**src/rtl/spi_pkg.sv**
```systemverilog
// -----------------------------------------------------------------------------
// spi_pkg
// Shared definitions for the SPI master shift engine and its APB register
// front end.
//   - spi_state_e        : shift engine FSM encoding (IDLE / SHIFT / DONE)
//   - SPI_RUN/WAIT/STOP  : spi_mode encodings (also used by the APB mode FSM)
//   - HP_CNT_W           : width of the half-period counter (H in 1..1024)
//   - half_period()      : H = (sppr + 1) * 2^spr
// -----------------------------------------------------------------------------
package spi_pkg;

    typedef enum logic [1:0] {
        ST_IDLE  = 2'd0,
        ST_SHIFT = 2'd1,
        ST_DONE  = 2'd2
    } spi_state_e;

    localparam logic [1:0] SPI_RUN  = 2'b00;
    localparam logic [1:0] SPI_WAIT = 2'b01;
    localparam logic [1:0] SPI_STOP = 2'b10;

    localparam int HP_CNT_W = 11;

    // Largest value is 8 * 128 = 1024, which still fits in 11 bits.
    function automatic logic [HP_CNT_W-1:0] half_period(input logic [2:0] sppr,
                                                         input logic [2:0] spr);
        logic [HP_CNT_W-1:0] base;
        base = HP_CNT_W'(sppr) + HP_CNT_W'(1);
        return base << spr;
    endfunction

endpackage

```
**src/rtl/spi_shift_engine_if.sv**
```systemverilog
// -----------------------------------------------------------------------------
// spi_shift_engine_if
// Transmit/receive handshake between the APB register slave and the SPI
// shift engine.
//   send_data_i  : one-cycle transmit request
//   mosi_data_i  : byte to transmit, valid with send_data_i
//   miso_data_o  : last received byte
//   rec_data_o   : one-cycle strobe when miso_data_o updates
//   tip_o        : transfer in progress
// Modports: master = register slave side, slave = shift engine side.
// -----------------------------------------------------------------------------
interface spi_shift_engine_if #(
    parameter int DATA_W = 8
);
    logic              send_data_i;
    logic [DATA_W-1:0] mosi_data_i;
    logic [DATA_W-1:0] miso_data_o;
    logic              rec_data_o;
    logic              tip_o;

    modport master (
        output send_data_i,
        output mosi_data_i,
        input  miso_data_o,
        input  rec_data_o,
        input  tip_o
    );

    modport slave (
        input  send_data_i,
        input  mosi_data_i,
        output miso_data_o,
        output rec_data_o,
        output tip_o
    );
endinterface

```
**src/rtl/spi_baud_gen.sv**
```systemverilog
// -----------------------------------------------------------------------------
// spi_baud_gen
// Half-period counter for SCLK. Counts 0..H-1 while enabled and pulses
// edge_tick (combinationally) on the terminal count.
//   pclk, preset : clock, synchronous active-high reset
//   half_period  : latched H (1..1024)
//   enable       : count while high (engine in SHIFT)
//   freeze       : hold count and suppress ticks (STOP mode)
//   clear        : force count to zero
//   edge_tick    : one-cycle pulse on terminal count
// -----------------------------------------------------------------------------
module spi_baud_gen
    import spi_pkg::*;
(
    input  logic                pclk,
    input  logic                preset,
    input  logic [HP_CNT_W-1:0] half_period,
    input  logic                enable,
    input  logic                freeze,
    input  logic                clear,
    output logic                edge_tick
);

    logic [HP_CNT_W-1:0] cnt_reg;
    logic                terminal;

    assign terminal  = (cnt_reg == half_period - HP_CNT_W'(1));
    assign edge_tick = enable && !freeze && terminal;

    always_ff @(posedge pclk) begin
        if (preset || clear) begin
            cnt_reg <= '0;
        end else if (enable && !freeze) begin
            cnt_reg <= terminal ? '0 : cnt_reg + HP_CNT_W'(1);
        end
    end

endmodule

```
**src/rtl/spi_shift_engine.sv**
```systemverilog
// -----------------------------------------------------------------------------
// spi_shift_engine
// SPI master serializer. Takes a transmit request from the register slave,
// drives SCLK/MOSI/SS, shifts in MISO and returns the received byte with a
// one-cycle rec_data strobe.
//   pclk, preset        : clock, synchronous active-high reset
//   bus (slave modport) : send_data_i, mosi_data_i, miso_data_o, rec_data_o, tip_o
//   mstr_i, cpol_i, cpha_i, lsbfe_i : master enable, polarity, phase, LSB first
//   sppr_i, spr_i       : baud prescaler / exponent, H = (sppr+1)*2^spr
//   spi_mode_i          : 00 RUN, 01 WAIT, 10 STOP, 11 RUN
//   miso_i              : serial input
//   loopback_i          : (SPI_LOOPBACK_EN only) sample MOSI instead of MISO
//   sclk_o, mosi_o, ss_o: serial clock, data out, active-low slave select
// Optional feature macro: SPI_LOOPBACK_EN.
// -----------------------------------------------------------------------------
module spi_shift_engine
    import spi_pkg::*;
#(
    parameter int DATA_W = 8
) (
    input  logic              pclk,
    input  logic              preset,
    spi_shift_engine_if.slave bus,
    input  logic              mstr_i,
    input  logic              cpol_i,
    input  logic              cpha_i,
    input  logic              lsbfe_i,
    input  logic [2:0]        sppr_i,
    input  logic [2:0]        spr_i,
    input  logic [1:0]        spi_mode_i,
    input  logic              miso_i,
`ifdef SPI_LOOPBACK_EN
    input  logic              loopback_i,
`endif
    output logic              sclk_o,
    output logic              mosi_o,
    output logic              ss_o
);

    localparam logic [1:0] IDLE  = ST_IDLE;
    localparam logic [1:0] SHIFT = ST_SHIFT;
    localparam logic [1:0] DONE  = ST_DONE;

    localparam int               EDGE_W    = $clog2(2 * DATA_W);
    localparam logic [EDGE_W-1:0] LAST_EDGE = EDGE_W'(2 * DATA_W - 1);

    logic [1:0]          state_reg;
    logic [EDGE_W-1:0]   edge_reg;
    logic [DATA_W-1:0]   tx_reg;
    logic [DATA_W-1:0]   rx_reg;
    logic [DATA_W-1:0]   miso_data_reg;
    logic [HP_CNT_W-1:0] hp_reg;
    logic                cpol_reg, cpha_reg, lsbfe_reg;
    logic                sclk_reg, mosi_reg, ss_reg, tip_reg, rec_reg;

    logic              stop_mode;
    logic              start;
    logic              edge_tick;
    logic              is_lead;
    logic              sample_now;
    logic              shift_now;
    logic              sample_bit;
    logic [DATA_W-1:0] rx_msb_next;
    logic [DATA_W-1:0] rx_lsb_next;

    function automatic logic first_bit(input logic [DATA_W-1:0] v, input logic lsb);
        return lsb ? v[0] : v[DATA_W-1];
    endfunction

    function automatic logic [DATA_W-1:0] shift_out(input logic [DATA_W-1:0] v, input logic lsb);
        return lsb ? (v >> 1) : (v << 1);
    endfunction

    always_comb begin
        stop_mode = 1'b0;
        case (spi_mode_i)
            SPI_STOP:          stop_mode = 1'b1;
            SPI_RUN, SPI_WAIT: stop_mode = 1'b0;
            default:           stop_mode = 1'b0;   // 11 behaves as RUN
        endcase
    end

`ifdef SPI_LOOPBACK_EN
    assign sample_bit = loopback_i ? mosi_reg : miso_i;
`else
    assign sample_bit = miso_i;
`endif

    assign start = (state_reg == IDLE) && bus.send_data_i && mstr_i && !stop_mode;

    // Even edge index is the leading SCLK edge of a bit, odd is trailing.
    assign is_lead    = ~edge_reg[0];
    assign sample_now = edge_tick && (cpha_reg ? !is_lead : is_lead);
    // With CPHA=0 the first bit is already on MOSI, so no shift follows the final edge.
    assign shift_now  = edge_tick && (cpha_reg ? is_lead : (!is_lead && edge_reg != LAST_EDGE));

    // Receive assembly in both bit orders; the latched lsbfe picks one.
    generate
        for (genvar gi = 0; gi < DATA_W; gi++) begin : g_rx
            if (gi == 0) begin : g_msb_in
                assign rx_msb_next[gi] = sample_bit;
            end else begin : g_msb_sh
                assign rx_msb_next[gi] = rx_reg[gi-1];
            end
            if (gi == DATA_W - 1) begin : g_lsb_in
                assign rx_lsb_next[gi] = sample_bit;
            end else begin : g_lsb_sh
                assign rx_lsb_next[gi] = rx_reg[gi+1];
            end
        end
    endgenerate

    spi_baud_gen u_baud (
        .pclk        (pclk),
        .preset      (preset),
        .half_period (hp_reg),
        .enable      (state_reg == SHIFT),
        .freeze      (stop_mode),
        .clear       (state_reg != SHIFT),
        .edge_tick   (edge_tick)
    );

    always_ff @(posedge pclk) begin
        if (preset) begin
            state_reg     <= IDLE;
            edge_reg      <= '0;
            tx_reg        <= '0;
            rx_reg        <= '0;
            miso_data_reg <= '0;
            hp_reg        <= '0;
            cpol_reg      <= 1'b0;
            cpha_reg      <= 1'b0;
            lsbfe_reg     <= 1'b0;
            sclk_reg      <= 1'b0;
            mosi_reg      <= 1'b0;
            ss_reg        <= 1'b1;
            tip_reg       <= 1'b0;
            rec_reg       <= 1'b0;
        end else begin
            rec_reg <= 1'b0;
            case (state_reg)
                IDLE: begin
                    sclk_reg <= cpol_i;
                    if (start) begin
                        state_reg <= SHIFT;
                        ss_reg    <= 1'b0;
                        tip_reg   <= 1'b1;
                        edge_reg  <= '0;
                        rx_reg    <= '0;
                        cpol_reg  <= cpol_i;
                        cpha_reg  <= cpha_i;
                        lsbfe_reg <= lsbfe_i;
                        hp_reg    <= half_period(sppr_i, spr_i);
                        if (!cpha_i) begin
                            mosi_reg <= first_bit(bus.mosi_data_i, lsbfe_i);
                            tx_reg   <= shift_out(bus.mosi_data_i, lsbfe_i);
                        end else begin
                            tx_reg   <= bus.mosi_data_i;
                        end
                    end
                end
                SHIFT: begin
                    if (!mstr_i) begin
                        // Abort has priority over everything, including the final edge.
                        state_reg <= IDLE;
                        ss_reg    <= 1'b1;
                        tip_reg   <= 1'b0;
                        sclk_reg  <= cpol_reg;
                    end else if (edge_tick) begin
                        sclk_reg <= ~sclk_reg;
                        edge_reg <= edge_reg + EDGE_W'(1);
                        if (sample_now) begin
                            rx_reg <= lsbfe_reg ? rx_lsb_next : rx_msb_next;
                        end
                        if (shift_now) begin
                            mosi_reg <= first_bit(tx_reg, lsbfe_reg);
                            tx_reg   <= shift_out(tx_reg, lsbfe_reg);
                        end
                        if (edge_reg == LAST_EDGE) begin
                            state_reg <= DONE;
                            ss_reg    <= 1'b1;
                            tip_reg   <= 1'b0;
                        end
                    end
                end
                DONE: begin
                    state_reg     <= IDLE;
                    rec_reg       <= 1'b1;
                    miso_data_reg <= rx_reg;
                end
                default: begin
                    state_reg <= IDLE;
                end
            endcase
        end
    end

    assign sclk_o          = sclk_reg;
    assign mosi_o          = mosi_reg;
    assign ss_o            = ss_reg;
    assign bus.tip_o       = tip_reg;
    assign bus.rec_data_o  = rec_reg;
    assign bus.miso_data_o = miso_data_reg;

endmodule

```
**src/flat_wrapper.sv**
```systemverilog
// flat-port wrapper written by rule: the top's interface ports become plain ports
module spi_shift_engine_flat import spi_pkg::*;
#(
    parameter int DATA_W = 8
)
  (pclk, preset, mstr_i, cpol_i, cpha_i, lsbfe_i, sppr_i, spr_i, spi_mode_i, miso_i, sclk_o, mosi_o, ss_o, bus_send_data_i, bus_mosi_data_i, bus_miso_data_o, bus_rec_data_o, bus_tip_o);
  spi_shift_engine_if #(.DATA_W(DATA_W)) bus_i ();
  input  logic pclk;
  input  logic preset;
  input  logic mstr_i;
  input  logic cpol_i;
  input  logic cpha_i;
  input  logic lsbfe_i;
  input  logic [2:0] sppr_i;
  input  logic [2:0] spr_i;
  input  logic [1:0] spi_mode_i;
  input  logic miso_i;
  output logic sclk_o;
  output logic mosi_o;
  output logic ss_o;
  input wire logic [$bits(bus_i.send_data_i)-1:0] bus_send_data_i;
  input wire logic [$bits(bus_i.mosi_data_i)-1:0] bus_mosi_data_i;
  output wire logic [$bits(bus_i.miso_data_o)-1:0] bus_miso_data_o;
  output wire logic [$bits(bus_i.rec_data_o)-1:0] bus_rec_data_o;
  output wire logic [$bits(bus_i.tip_o)-1:0] bus_tip_o;
  assign bus_i.send_data_i = bus_send_data_i;
  assign bus_i.mosi_data_i = bus_mosi_data_i;
  assign bus_miso_data_o = bus_i.miso_data_o;
  assign bus_rec_data_o = bus_i.rec_data_o;
  assign bus_tip_o = bus_i.tip_o;
  spi_shift_engine #(.DATA_W(DATA_W)) u_core (.pclk(pclk), .preset(preset), .bus(bus_i), .mstr_i(mstr_i), .cpol_i(cpol_i), .cpha_i(cpha_i), .lsbfe_i(lsbfe_i), .sppr_i(sppr_i), .spr_i(spr_i), .spi_mode_i(spi_mode_i), .miso_i(miso_i), .sclk_o(sclk_o), .mosi_o(mosi_o), .ss_o(ss_o));
endmodule
```
**config.mk**
```make
export PLATFORM = sky130hd
export DESIGN_NAME = spi_shift_engine_flat
export DESIGN_NICKNAME = d
export VERILOG_FILES = /design/src/rtl/spi_pkg.sv /design/src/rtl/spi_shift_engine_if.sv /design/src/rtl/spi_baud_gen.sv /design/src/rtl/spi_shift_engine.sv /design/src/flat_wrapper.sv
export SDC_FILE = /design/constraint.sdc
export NUM_CORES = 1
export LEC_CHECK = 0
export CELL_PAD_IN_SITES_DETAIL_PLACEMENT = 1
export CELL_PAD_IN_SITES_GLOBAL_PLACEMENT = 2
export CORE_MARGIN = 2
export CORE_UTILIZATION = 31
export CTS_CLUSTER_DIAMETER = 30
export DETAILED_ROUTE_END_ITERATION = 6
export HOLD_SLACK_MARGIN = 0.12
export PLACE_DENSITY = 0.76
export SLEW_MARGIN = 20
export SYNTH_ARGS = -nofsm -noshare
export SYNTH_HDL_FRONTEND = slang
export SYNTH_HIERARCHICAL = 1
export SYNTH_SLANG_ARGS = --single-unit
```
**constraint.sdc**
```tcl
create_clock -name pclk -period 3.2 [get_ports pclk]
set_input_delay 0.64 -clock pclk [delete_from_list [all_inputs] [get_ports pclk]]
set_output_delay 0.64 -clock pclk [all_outputs]
set_load 0.005 [all_outputs]
```
=== Yosys cells after proc, flatten, opt, wreduce, memory -nomap -nowiden ===
Cells that the tools add are included.

* Flip-flop bits (word level): 60
* Input port bits: 24
* Output and inout port bits: 13
* Logic and storage cells: 106

* $add $sub $neg: 4
* Eq/ne operators: 15
* Shift operators: 1
* Muxes and demuxes: 49
* Bitwise logic cells: 2
* Reductions and logical operators: 20

{| class="wikitable"
|+ Operators by type and width
! operator !! count
|-
| two-way mux 8 bit || 12
|-
| case mux 8 bit (2 select lines) || 2
|-
| two-way mux 1 bit || 21
|-
| two-way mux 4 bit || 3
|-
| adder 11 x 1 -> 11 bit, second input constant || 1
|-
| == test 11 bit || 1
|-
| two-way mux 11 bit || 1
|-
| << shifter 11 x 3 -> 11 bit || 1
|-
| subtractor 11 x 1 -> 11 bit, second input constant || 1
|-
| != test 2 x 1 -> 1 bit, second input constant || 5
|-
| AND reduction 5 bit || 2
|-
| logical AND 1 bit || 8
|-
| two-way mux 2 bit || 4
|-
| case mux 1 bit (2 select lines) || 4
|-
| case mux 4 bit (2 select lines) || 1
|-
| AND reduction 4 bit || 2
|-
| != test 3 x 2 -> 1 bit, second input constant || 2
|-
| AND reduction 6 bit || 1
|-
| adder 3 x 1 -> 4 bit, second input constant || 1
|-
| adder 4 x 1 -> 4 bit, second input constant || 1
|-
| == test 2 bit, second input constant || 2
|-
| == test 4 bit, second input constant || 1
|-
| != test 2 bit, second input constant || 2
|-
| != test 4 bit, second input constant || 1
|-
| other kinds (9) || 11
|}

=== Logic depth before layout (Yosys ltp) ===
Gate-level depths: netlist of run 1.

* Word-level depth: 10
* Depth in mapped cells: 12
* Gate-level depth less buffers: 11

=== Modules after synthesis ===
Netlist of run 1, hierarchy kept.

{| class="wikitable"
|+ By module, submodules not included
! module !! times used !! cells an instance !! area an instance (µm²) !! sequential area each (µm²)
|-
| spi_shift_engine || 1 || 305 || 2555.0 || 980.9
|-
| spi_baud_gen || 1 || 110 || 914.6 || 220.2
|}

=== Worst setup path after synthesis of run 1 ===
OpenSTA, ideal clock, no wires.

* Path kind: flip-flop to flip-flop
* Start point: reg u_core.hp_reg[3]
* End point: reg u_core.tx_reg[1]
* Setup time: 132 ps
* Data arrival time: 3084 ps
* Required time: 3068 ps
* Path slack: -16 ps
* Cell stages (with the launch flop): 10
* Path buffers: 0
* Clock period less this slack: 3216 ps
* Cell sequence: dfxtp_1 > or4_4 > nor4_1 > mux2_2 > o31a_4 > nor4_4 > nand4b_1 > a311o_1 > a221oi_1 > nor3_1

* Word-level cells in the longest chain between the ends: 6
* Elaborated cells on any way between the ends: 7
* Those cells by class: add/sub: 1; eq/ne: 3; reduce/logical: 3

{| class="wikitable"
|+ RTL lines
! item !! line !! text
|-
| start: declaration || spi_shift_engine.sv:52 || <nowiki>logic [HP_CNT_W-1:0] hp_reg;</nowiki>
|-
| start signal: assignment || spi_shift_engine.sv:153 || <nowiki>hp_reg <= half_period(sppr_i, spr_i);</nowiki>
|-
| subtractor 11 x 1 -> 11 bit (*) || spi_baud_gen.sv:27 || <nowiki>assign terminal = (cnt_reg == half_period - HP_CNT_W'(1));</nowiki>
|-
| == test 11 bit (*) || spi_baud_gen.sv:27 ||
|-
| logical AND 1 bit (*) || spi_baud_gen.sv:28 || <nowiki>assign edge_tick = enable && !freeze && terminal;</nowiki>
|-
| named net u_core.edge_tick || spi_shift_engine.sv:58 || <nowiki>logic edge_tick;</nowiki>
|-
| logical AND 1 bit || spi_shift_engine.sv:95 || <nowiki>assign shift_now = edge_tick && (cpha_reg ? is_lead : (!is_lead && edge_reg != LAST_EDGE));</nowiki>
|-
| != test 2 x 1 -> 1 bit (no line) || -- ||
|-
| AND reduction 5 bit (no line) (*) || -- ||
|-
| end signal: assignment || spi_shift_engine.sv:156 || <nowiki>tx_reg <= shift_out(bus.mosi_data_i, lsbfe_i);</nowiki>
|-
| end signal: assignment || spi_shift_engine.sv:158 || <nowiki>tx_reg <= bus.mosi_data_i;</nowiki>
|-
| end signal: assignment || spi_shift_engine.sv:177 || <nowiki>tx_reg <= shift_out(tx_reg, lsbfe_reg);</nowiki>
|-
| end: declaration || spi_shift_engine.sv:49 || <nowiki>logic [DATA_W-1:0] tx_reg;</nowiki>
|}

The timed path passes the listed nets; every way through them passes the cells marked *.
A chain may end at the register's enable or synchronous reset.

=== Worst setup path in the final report of run 1 ===
Ends and elaborated chain as after synthesis.

==> summary.md, run 1 <==
| Metric | Value |
|---|---|
| Avg Synthesized Cell Area | 8.360 sq um |
| Endpoints failing setup | 0 |
| Crit path time final | 3.087 ns |
| Chip Width | 109.8 um |
| Clk_skew | 0.01215 ns |
| CP Class | reg -> reg |
| I/O Pins | 37 |
| Combinational share of power | 0.139 |
| Reg2reg path depth | 9 |
| Die area | approximately 12000 sq um |
| LEAKAGE | between 1 and 1.5 nW |
| Sequential share of power | 0.431 |
| DR WL/cell | 16.62 um |
| Power Dens Cells | 420.1 nW/um^2 |
| Hold endpoint | u_core/bus.miso_data_o[5] |
| Clock Latency Late Sink | 0.35 ns |
| Tcrit/Tclk final | 0.9646 |
| VDD IR max | 0.0002033 V |
| Worst-margin pin slew | 1.002 ns |
| Max-Cap Viols | 0 |
| Syn Inst Count | slightly above 400 |
| Setup crit end kind | flop |
| Final Hold Vio Count | 0 |
| Post-synth cell types | 64 |
| Reg2reg start | u_core/hp_reg[3] |
| Number of synthesized flops with an enable pin | 0 |
| Largest net degree at the start of global routing | 27 |
| Site Rows | 38 |
| Hold depth | 2 |
| Initial Util | 0.3187 |
| Post-layout nets | 478 |
| Clock root cell | clkbuf_8 |
| Final instance area | 4320 sq um |
| CTS tree | built |
| Grt ovf | 0 |
| Critical path depth in cells | 9 |
| Commonest non-fill, non-tap cells in the layout | dfxtp_1 (59), nand2_1 (48), clkdlybuf4s50_1 (36), nor3_1 (31), a21oi_1 (29) |
| Clock tree buffer depth | 2 |
| Commonest non-fill, non-tap cell in the layout | dfxtp_1 |
| CP arrival | 3.33 ns |
| Initial antenna violation count | 0 |
| Routability cong. | 0.8017 |
| Syn Std Cell Area | ~3500 sq um |
| Post-CTS Hold Fix Bufs | 0 |
| Clk sinks | 60 |
| Seq cells post-synth | 60 |
| DRC marker count from the first detailed-route iteration | slightly above 70 |
| H-tree lvl count | 3 |
| Worst setup slack after layout | 0.1134 ns |
| Crit path max fanout | 7 |
| Placeable core area | 10890 sq um |
| Fraction of registers with async set/reset | 0 |
| Sw Ratio | 0.2705 |
| Outcome | finished clean |
| Via count | 3284 |
| Critical Path RT | between 3 and 4 ns |
| Gr usage total | 0.1733 |
| Share of cells above drive strength 1 | 0.1363 |
| Sw power | 0.4910 mW |
| Internal power | 1.324 mW |
| Detail Route Antenna Nets | 0 |
| Most Frequent Cell on Critical Path | nor4_4 |
| Setup WS pre-CTS | a little under 0.07 ns |
| Startpoint types | flop |
| Die Ht | 109.8 um |
| Final HPWL DP | 7108 um |
| Register area share after synthesis | 0.3462 |
| Post-route DRC | 0 |
| Clock network fraction of total power | 0.430 |
| Worst hold path class | reg -> reg |
| CP delay by family, top | simple AND/OR/NAND/NOR gates |
| Crit path cell chain | or4_4, nor4_4, mux2_4, o31a_4, nor4_4, nand4b_1, a311o_2, a221oi_1, nor3_1 |
| Vias in the first global route | 3265 |
| Slowest CP cell | or4_4 |
| Peak Freq | 324.0 MHz |
| Slew headroom | 0.3311 |
| Synthesized net count | 443 |
| Min-delay src | u_core/bus.miso_data_o[5] |
| Count of input and output buffers | 36 |
| P&R area growth vs syn | 24.52% |
| Routed wire length | slightly below 10000 um |
| Ant diodes | 0 |
| Drt first pass iters | 4 |
| R2r endpoint | u_core/tx_reg[1] |
| Worst reg-to-reg setup slack | 0.11 ns |
| Clk slew on worst S/H paths | ~0.080 ns |
| First-pass GRT wire length | roughly 16000 um |
| Yosys warnings | 6 |
| Vias/cell | 5.519 |
| Crit path largest cell delay | 0.57 ns |
| Inserted Clock Buffers | 9 |
| Worst Path Buf+Inv | 0 |
| Post-synth top flop | dfxtp_1 |
| Post-DP Area | 3986 sq um |
| Final slew viol count | 0 |
==> cell families after synthesis <==
group | Yosys count | share of synthesized area
compound gates | 94 | 0.1951
simple gates | 164 | 0.2521
buf+inv | 41 | 0.05084
mux | 26 | 0.07573
fa+ha+maj | 4 | 0.01443
xor+xnor | 26 | 0.06563
flops | 60 | 0.3462
==> cells in the mapped netlist, drive strengths merged (6+ instances only) <==
master | n | area [sq um]
o211ai | 10 | 80.07
nand4 | 6 | 37.54
xnor2 | 14 | 122.6
mux2i | 24 | 240.2
inv | 11 | 41.29
dfxtp | 60 | 1201
clkbuf | 15 | 56.30
a221oi | 11 | 96.34
nor3 | 32 | 165.2
o21ai | 9 | 45.04
nand3 | 13 | 65.06
nor2b | 6 | 37.54
xor2 | 12 | 105.1
nand2 | 49 | 186.4
a21oi | 29 | 145.1
buf | 14 | 75.07
nand2b | 6 | 37.54
o41ai | 11 | 96.34
nor2 | 22 | 90.09
==> worst min-delay path: cells and delay by family (launching register included) <==
kind | cells | cell delay [ns]
AO/OA/AOI/OAI | 1 | 0.05
flip-flops | 1 | 0.32
AND/OR/NAND/NOR | 1 | 0.05
==> what timing repair did <==
action	CTS	global route
gates resized for setup	0	16
buffers inserted	0	1
endpoints found under the setup margin	0	18
==> metrics by stage <==
| step | setup TNS, ns | hold WS (ns) | total power [mW] | std cells | utilization |
|---|---|---|---|---|---|
| after floorplan | 0 | 0.4315 | 0.9510 | 415 | - |
| after global placement | 0 | 0.4429 | 1.035 | 577 | 0.3661 |
| after detailed placement | 0 | 0.4507 | 1.040 | 577 | 0.3661 |
| after CTS | 0 | 0.4662 | 1.828 | 593 | 0.3867 |
| after global routing | -0.05088 | 0.4945 | 1.908 | 595 | 0.3968 |
| final | 0 | 0.4613 | 1.815 | 595 | 0.3968 |
==> cell type report <==
cell class	count	area, sq um
clock inverters	7	100.1
well taps	140	175.2
inverters	12	45.04
multi-input cells	315	2193
clock buffers	9	123.9
flip-flops and latches	60	1202
fillers	1279	6568
repair buffers	52	480.5
==> power by group through the flow <==
stage	logic (mW)	clock network (mW)	registers, mW
final	0.253	0.780	0.782
after global routing	0.279	0.845	0.784
after CTS	0.242	0.804	0.782
after detailed placement	0.241	0	0.799
after global placement	0.236	0	0.799
after floorplan	0.159	0	0.792
==> routing by layer <==
metal	wire length, um	part of all wire	up-vias	global-route usage
met2	4990	0.50	24	0.3059
met5	0	0	-	0
met4	102	0.010	0	0.04702
met1	4565	0.46	1640	0.2101
li1	-	-	1613	-
met3	228	0.023	7	0.03912
==> how the worst max path moves through the flow <==
stage,start,endpoint
floorplan,u_core/hp_reg[3],u_core/tx_reg[0]
global route,u_core/hp_reg[1],u_core/rx_reg[3]
CTS,u_core/hp_reg[3],u_core/rx_reg[3]
finish,u_core/hp_reg[3],u_core/tx_reg[1]
global placement,u_core/hp_reg[3],u_core/tx_reg[2]
detailed placement,u_core/hp_reg[3],u_core/rx_reg[7]
No activity file was read; power rests on OpenSTA's default activity.
==> inputs of run 2 (changes only) <==
- CORE_UTILIZATION: 31 -> 34
- PLACE_DENSITY: 0.76 -> 0.79
- clock period: 3.2 -> 2.9 ns (I/O delays scaled with it)
==> run 2 against run 1 <==
  * Maximum frequency up 5.6%
  * Largest cell class unchanged
  * Flip-flop and latch count unchanged
  * Sequential share of layout area down 1.4 points
  * Wire length up 2.9%
  * Non-clock buffer count up 18
  * Via count up 1.0%
  * Cell area up 5.6%
  * Critical path depth up 2
  * The flow now finishes with violations (setup timing)
  * Final cell count up 1.7%
  * Sequential power up 10%
==> summary.md, run 2 (synthesis gave the netlist of run 1 again) <==
| Metric | Value |
|---|---|
| Clk slew on worst S/H paths | 0.07 ns |
| Via count | ~3.3k |
| First-pass GRT wire length | 17110 um |
| Critical path depth in cells | 11 |
| Die area | 11030 sq um |
| Routed wire length | 10170 um |
| Clk_skew | between 0.01 and 0.015 ns |
| Crit path largest cell delay | 0.55 ns |
| H-tree lvl count | 3 |
| Final Hold Vio Count | 0 |
| Clock Latency Late Sink | ~0.35 ns |
| Critical Path RT | roughly 3.2 ns |
| Final core utilization | 0.4645 |
| CTS tree | built |
| Crit path time final | 2.922 ns |
| Crit path cell chain | or4_4, nor4_4, mux2_4, o31a_4, nor4_4, nand4b_1, buf_4, a311oi_4, buf_2, nor3_1, nor3_1 |
| Reg2reg path depth | 11 |
| Crit path max fanout | 5 |
| Slew headroom | 0.5836 |
| Post-DP Area | 4155 sq um |
| DR WL/cell | around 17 um |
| P&R area growth vs syn | 31.45% |
| Vias in the first global route | 3453 |
| Detail Route Antenna Nets | 0 |
| Outcome | finished, violations left |
| Ant diodes | 0 |
| Clock root cell | clkbuf_8 |
| Unrepaired setup endpoints after global routing | yes |
| Clk sinks | 60 |
| Tcrit/Tclk final | 1.008 |
| Worst-margin pin slew | 0.6239 ns |
| Routability cong. | 0.7919 |
| Placeable core area | 9819 sq um |
| Grt ovf | 0 |
| Gr usage total | 0.1897 |
| Clock tree buffer depth | 2 |
| Power Dens Cells | 464.2 nW/um^2 |
| Largest net degree at the start of global routing | 39 |
| Final instance area | 4561 sq um |
| I/O Pins | 37 |
| Hold depth | 2 |
| Slowest CP cell | or4_4 |
| Placed Cells | 584 |
| Setup WS pre-CTS | -0.08722 ns |
| CP delay by family, top | simple AND/OR/NAND/NOR gates |
| Worst setup slack after layout | -0.02237 ns |
| Share of cells above drive strength 1 | 0.1949 |
| Final HPWL DP | 7188 um |
| Die Ht | 105.0 um |
| Commonest non-fill, non-tap cell in the layout | dfxtp_1 |
| Initial antenna violation count | 0 |
| Worst hold path class | reg -> reg |
| Final slew viol count | 0 |
| CP arrival | 3.18 ns |
| VDD IR max | 0.0002354 V |
| Peak Freq | 342.2 MHz |
| Endpoints failing setup | 2 |
| CP Class | reg -> reg |
| Site Rows | 36 |
| LEAKAGE | 1.590 nW |
| DRC marker count from the first detailed-route iteration | between 80 and 90 |
| Post-CTS Hold Fix Bufs | 0 |
| Post-route DRC | 0 |
| Vias/cell | between 5 and 6 |
| Drt first pass iters | 4 |
| Failing checks | setup timing |
| Chip Width | 105.0 um |
| Final Non-Filler Cells | 605 |
| Post-layout nets | 495 |
| Count of input and output buffers | 36 |
| Setup crit end kind | flop |
| Commonest non-fill, non-tap cells in the layout | dfxtp_1 (56), nand2_1 (48), clkdlybuf4s50_1 (36), nor3_1 (30), buf_4 (30) |
| Inserted Clock Buffers | 9 |
| Max-Cap Viols | 0 |
| Fillers | 1205 |
| Initial Util | 0.3533 |
| Worst Path Buf+Inv | 2 |
| Startpoint types | flop |
-- run 2: changes by cell type in the layout (fill, tap and decap cells not counted), moves of 2 or more --
cell      before  now
buf_4         16   30
dfxtp_1       59   56
dfxtp_2        1    4
o41ai_1        6    3
o41ai_2        5    8
buf_12         0    2
clkinv_4       3    1
-- run 2: final cells by class --
type	count	area [sq um]	share of cell area
sequential	60	1206	0.2645
tap	133	166.4	0.03649
inverter	12	45.04	0.009877
multi-input combinational	314	2252	0.4938
timing repair buffer	70	641.9	0.1407
clock buffer	10	137.6	0.03018
clock inverter	6	111.4	0.02442
-- run 2: timing repair --
action / in CTS / in global routing
resized for setup: 5 / 15
gates cloned: 0 / 1
setup buffers: 3 / 1
endpoints found under the setup margin: 7 / 19
pin swaps: 3 / 3
-- run 2: final timing paths --
path,slack [ns],startpoint,end
worst min register to register,0.45,u_core/cpol_reg,u_core/cpol_reg
worst max-delay path,-0.02,u_core/hp_reg[4],u_core/tx_reg[4]
worst max register to register,-0.02,u_core/hp_reg[4],u_core/tx_reg[4]
worst min-delay path,0.45,u_core/cpol_reg,u_core/cpol_reg
-- run 2: per-layer routing --
metal / global-route usage / up-vias / wire, um
met5: 0 / - / 0
met4: 0.06095 / 0 / 103
met3: 0.03743 / 10 / 283
met2: 0.3288 / 40 / 5016
met1: 0.2348 / 1634 / 4769
li1: - / 1634 / -
-- run 2: power breakdown --
part / switching [mW] / total (mW) / internal (mW) / leakage [nW]
Clock: 0.357 / 0.951 / 0.594 / 0.122
Combinational: 0.161 / 0.306 / 0.145 / 0.980
Sequential: 0.0182 / 0.861 / 0.842 / 0.488
-- run 2: worst min-delay path, stage by stage, from the launching register on --
cell,delay [ns]
dfxtp_1,0.31
nand2_1,0.05
a21oi_1,0.05
-- run 2: metrics by stage --
stage / hold slack, ns / setup TNS (ns) / power [mW]
after floorplan: 0.4315 / -1.301 / 1.057
after global placement: 0.4443 / 0 / 1.162
after detailed placement: 0.4453 / -0.4175 / 1.170
after CTS: 0.4568 / -0.3449 / 2.141
after global routing: 0.4780 / -2.020 / 2.217
final: 0.4532 / -0.02877 / 2.117
